**config.mk**
```make
export PLATFORM = sky130hd
export DESIGN_NAME = generic_iob_debounce
export DESIGN_NICKNAME = d
export VERILOG_FILES = /design/src/rtl/generic_iob_debounce.sv
export SDC_FILE = /design/constraint.sdc
export NUM_CORES = 1
export LEC_CHECK = 0
export ABC_AREA = 1
export ABC_CLOCK_PERIOD_IN_PS = 3600
export CAP_MARGIN = 20
export CORE_ASPECT_RATIO = 1.75
export CORE_UTILIZATION = 45
export DETAILED_ROUTE_END_ITERATION = 16
export DONT_BUFFER_PORTS = 1
export GPL_TIMING_DRIVEN = 0
export PLACE_DENSITY = 0.7
export SLEW_MARGIN = 20
export SYNTH_ARGS = -nofsm -noshare
export SYNTH_HDL_FRONTEND = slang
export SYNTH_SLANG_ARGS = --single-unit
```
**constraint.sdc**
```tcl
create_clock -name clk -period 3.6 [get_ports clk]
set_input_delay 0.9 -clock clk [delete_from_list [all_inputs] [get_ports clk]]
set_output_delay 0.9 -clock clk [all_outputs]
set_load 0.1 [all_outputs]
```
**src/rtl/generic_iob_debounce.sv**
```systemverilog
// rtl/generic_iob_debounce.sv - synchronise and debounce WIDTH pad inputs with edge pulses
module generic_iob_debounce #(
  parameter int unsigned WIDTH           = 8,
  parameter int unsigned SYNC_STAGES     = 2,
  parameter int unsigned DEBOUNCE_CYCLES = 262144,
  parameter bit          RESET_LEVEL     = 1'b0
) (
  input  logic             clk,
  input  logic             rst_n,
  input  logic [WIDTH-1:0] pad_i,
  output logic [WIDTH-1:0] level_o,
  output logic [WIDTH-1:0] rise_o,
  output logic [WIDTH-1:0] fall_o,
  output logic             event_o
);

  localparam int unsigned CW = $clog2(DEBOUNCE_CYCLES + 1);
  localparam logic [CW-1:0] CNT_MAX = CW'(DEBOUNCE_CYCLES);

  typedef enum logic {
    STABLE = 1'b0,
    CHECK  = 1'b1
  } state_e;

  logic [SYNC_STAGES-1:0][WIDTH-1:0] sync_q;
  logic [WIDTH-1:0]                  sync_w;

  state_e          state_q [WIDTH];
  state_e          state_d [WIDTH];
  logic [CW-1:0]   cnt_q   [WIDTH];
  logic [CW-1:0]   cnt_d   [WIDTH];

  logic [WIDTH-1:0] level_q, level_d;
  logic [WIDTH-1:0] rise_q, rise_d;
  logic [WIDTH-1:0] fall_q, fall_d;
  logic             event_q, event_d;

  // Synchroniser chain: pad_i is sampled only by stage 0.
  always_ff @(posedge clk or negedge rst_n) begin
    if (!rst_n) begin
      sync_q <= {(SYNC_STAGES*WIDTH){RESET_LEVEL}};
    end else begin
      sync_q[0] <= pad_i;
      for (int s = 1; s < SYNC_STAGES; s++) begin
        sync_q[s] <= sync_q[s-1];
      end
    end
  end

  assign sync_w = sync_q[SYNC_STAGES-1];

  // Per-channel debounce FSM and counter; a change is accepted once the
  // synced value has differed from the level for DEBOUNCE_CYCLES+1 samples.
  always_comb begin
    level_d = level_q;
    rise_d  = '0;
    fall_d  = '0;
    for (int k = 0; k < WIDTH; k++) begin
      state_d[k] = state_q[k];
      cnt_d[k]   = cnt_q[k];
      case (state_q[k])
        STABLE: begin
          if (sync_w[k] != level_q[k]) begin
            state_d[k] = CHECK;
            cnt_d[k]   = CW'(1);
          end else begin
            cnt_d[k]   = '0;
          end
        end
        CHECK: begin
          if (sync_w[k] == level_q[k]) begin
            state_d[k] = STABLE;
            cnt_d[k]   = '0;
          end else if (cnt_q[k] == CNT_MAX) begin
            level_d[k] = ~level_q[k];
            rise_d[k]  = ~level_q[k];
            fall_d[k]  = level_q[k];
            state_d[k] = STABLE;
            cnt_d[k]   = '0;
          end else begin
            cnt_d[k]   = cnt_q[k] + CW'(1);
          end
        end
      endcase
    end
    event_d = |(rise_d | fall_d);
  end

  // FSM state, counters and registered outputs.
  always_ff @(posedge clk or negedge rst_n) begin
    if (!rst_n) begin
      for (int k = 0; k < WIDTH; k++) begin
        state_q[k] <= STABLE;
        cnt_q[k]   <= '0;
      end
      level_q <= {WIDTH{RESET_LEVEL}};
      rise_q  <= '0;
      fall_q  <= '0;
      event_q <= 1'b0;
    end else begin
      for (int k = 0; k < WIDTH; k++) begin
        state_q[k] <= state_d[k];
        cnt_q[k]   <= cnt_d[k];
      end
      level_q <= level_d;
      rise_q  <= rise_d;
      fall_q  <= fall_d;
      event_q <= event_d;
    end
  end

  assign level_o = level_q;
  assign rise_o  = rise_q;
  assign fall_o  = fall_q;
  assign event_o = event_q;

endmodule
```
==> flow_summary_export.csv <==
group,metric,value,unit
timing,fin_tns_setup,0,ns
timing,rsz0062_at_grt,"false",
routing,ant_nets,0,
synth,synth.distinct_cells,32,
worst_setup_path,cp.required,2.70,ns
place,gp_congestion,0.891,
global_route,globalRouteOverflowTotal,0,
worst_setup_path,crit_fanout,5,
finish,area_delta_synth_final,9.98,%
routing,drc_errors,0,
global_route,track_usage,18.9,%
hold_path,min_path_type,"primary input to async pin",
finish,drive_gt1_share,9.35,%
timing,maxSlewViolCount,0,
place,io_buffers,0,
die,core_area,22700,µm²
routing,drt-wirelength-per-cell,12.7,µm
global_route,grt_first_pass_wirelength,36.3,mm
global_route,grt_max_degree,202,
synth,synth_area,10400,µm²
routing,vias,8121,
global_route,antenna_found_initial,0,
timing,layout_min_cycle_time,2.45,ns
clock_tree,clk_path_buf_depth,3,
clock_tree,post-cts-setup-buffer-count,0,
timing,tightest_slew,1.05,ns
clock_tree,htree_levels,1,
power,irDropWorstVdd,0.447,mV
power,p_leak,5.28,nW
die,initial_utilization,45.9,%
worst_setup_path,worstPathArrival,1.55,ns
synth,syn_area_per_cell,7.98,µm²
clock_tree,hold_buffers,0,
clock_tree,numCtsBuffers,22,
synth,async_reset_ff_share,100,%
global_route,grt_pass1_vias,8132,
clock_tree,clk_pin_slew,0.06,ns
clock_tree,clock_sinks,201,
die,io_pins,35,
routing,wirelength,20.8,mm
die,dieArea,23700,µm²
job,maxCapViolCount,0,
synth,synth_ff_type,"dfrtp_1",
routing,drt-initial-drc-count,429,
clock_tree,clockRootBuffer,"clkbuf_16",
worst_setup_path,cp-end-kind,"output port",
routing,vias_per_cell,4.96,
timing,setup_viol,0,
timing,relSlewSlack,30.1,%
clock_tree,cts_resized,0,
worst_setup_path,critical_path_class,"flip-flop to output port",
finish,final_common_cell,"nor2_1",
power,cellPowerDensity,406,nW/µm²
timing,max_freq,0.408,GHz
clock_tree,cts_tree,"built",
worst_setup_path,start_kind,"flip-flop",
synth,synth_edf_count,0,
place,hpwlAfterDp,15.0,mm
outcome,status,"finished clean",
routing,drt_first_pass_iters,4,
synth,yosysWarnings,0,
synth,synth_cells,1302,
place,placed_cells_incl_taps,1602,
timing,clock_skew,0.0166,ns
die,dieWidth,117,µm
finish,final_cell_mix,"nor2_1 (278), nand2_1 (258), dfrtp_1 (201)",
synth,synth.net_count,1328,
synth,ys_seq_area_share,48.4,%
finish,stdcell_count,1637,
die,die_y,203,µm
timing,fin_crit_sh,68.0,%
die,row_count,73,
finish,fin_nets,1352,
timing,hold_viol_final,0,
synth,yosys_register_bits,201,
finish,n_antenna_cell,0,
clock_tree,clk-insertion-delay-late,0.51,ns
## metrics by stage
step	power, W	hold slack (ns)	utilization [%]	worst slack [ns]	instance area (µm²)
3_5_place_dp	0.00257	0.337	47.5	1.24	10800
6_report	0.00464	0.103	50.4	1.15	11400
2_1_floorplan	0.00251	0.331	-	1.73	10400
4_1_cts	0.00471	0.0795	50.4	1.12	11400
5_1_grt	0.00483	0.0728	50.4	1.07	11400
3_3_place_gp	0.00256	0.333	47.5	1.30	10800
## metal layers
metal  track usage (%)  part of all wire [%]
met3              2.84                   3.4
met2              35.9                    54
met1              20.4                    40
met5                 0                     0
met4              7.05                   2.8
## registers in the layout (all words and copies together), names as in the netlist
register / cells
cnt_q: 152
event_o: 1
fall_o: 8
level_o: 8
rise_o: 8
state_q: 8
sync_q: 8
sync_w: 8
## worst paths after layout
check,start,to,slack [ns],cells past startpoint
setup / recovery,level_o[5]$_DFFE_PN0P_,level_o[5],1.15,0
hold reg to reg,sync_q[3]$_DFF_PN0_,sync_w[3]$_DFF_PN0_,0.35,0
min in group clk,sync_q[3]$_DFF_PN0_,sync_w[3]$_DFF_PN0_,0.35,0
setup reg to reg,level_o[7]$_DFFE_PN0P_,level_o[7]$_DFFE_PN0P_,1.25,7
max in group asynchronous,rst_n,cnt_q[124]$_DFF_PN0_,3.15,0
hold / removal,rst_n,cnt_q[10]$_DFF_PN0_,0.10,0
## cell type report
cell class / count / area (µm²)
fill: 2220 / 11200
sequential: 201 / 5030
multi-input combinational: 905 / 4590
inverter: 188 / 706
clock buffer: 34 / 657
tap: 300 / 375
buffer: 8 / 66.3
clock inverter: 1 / 5.00
## cell usage after synthesis (14+ instances only)
master   number  share of area [%]
ha_1         16                1.9
nand4_1      20                1.2
nor3_1       54                2.6
xor2_1       41                3.5
nand2_1     258                9.3
nor2_2       26                1.6
a21oi_1      14               0.67
inv_1       184                6.6
o21ai_0      17               0.82
nand3_1      76                3.7
nand2_2      15               0.90
dfrtp_1     201                 48
nor2_1      278                 10
## cells by family after synthesis
kind of cell    synth area share, %
compound gates                 2.30
buf+inv                        7.43
fa+ha+maj                      1.93
xor+xnor                       4.38
simple gates                   35.5
flops                          48.4
## power breakdown
group	total, W	switching, W	internal [W]	leakage [nW]
clock network	0.00211	0.000875	0.00124	0.324
registers	0.00234	0.0000338	0.00231	2.74
logic	0.000184	0.000124	0.0000595	2.22
(Power assumes the default switching activity.)
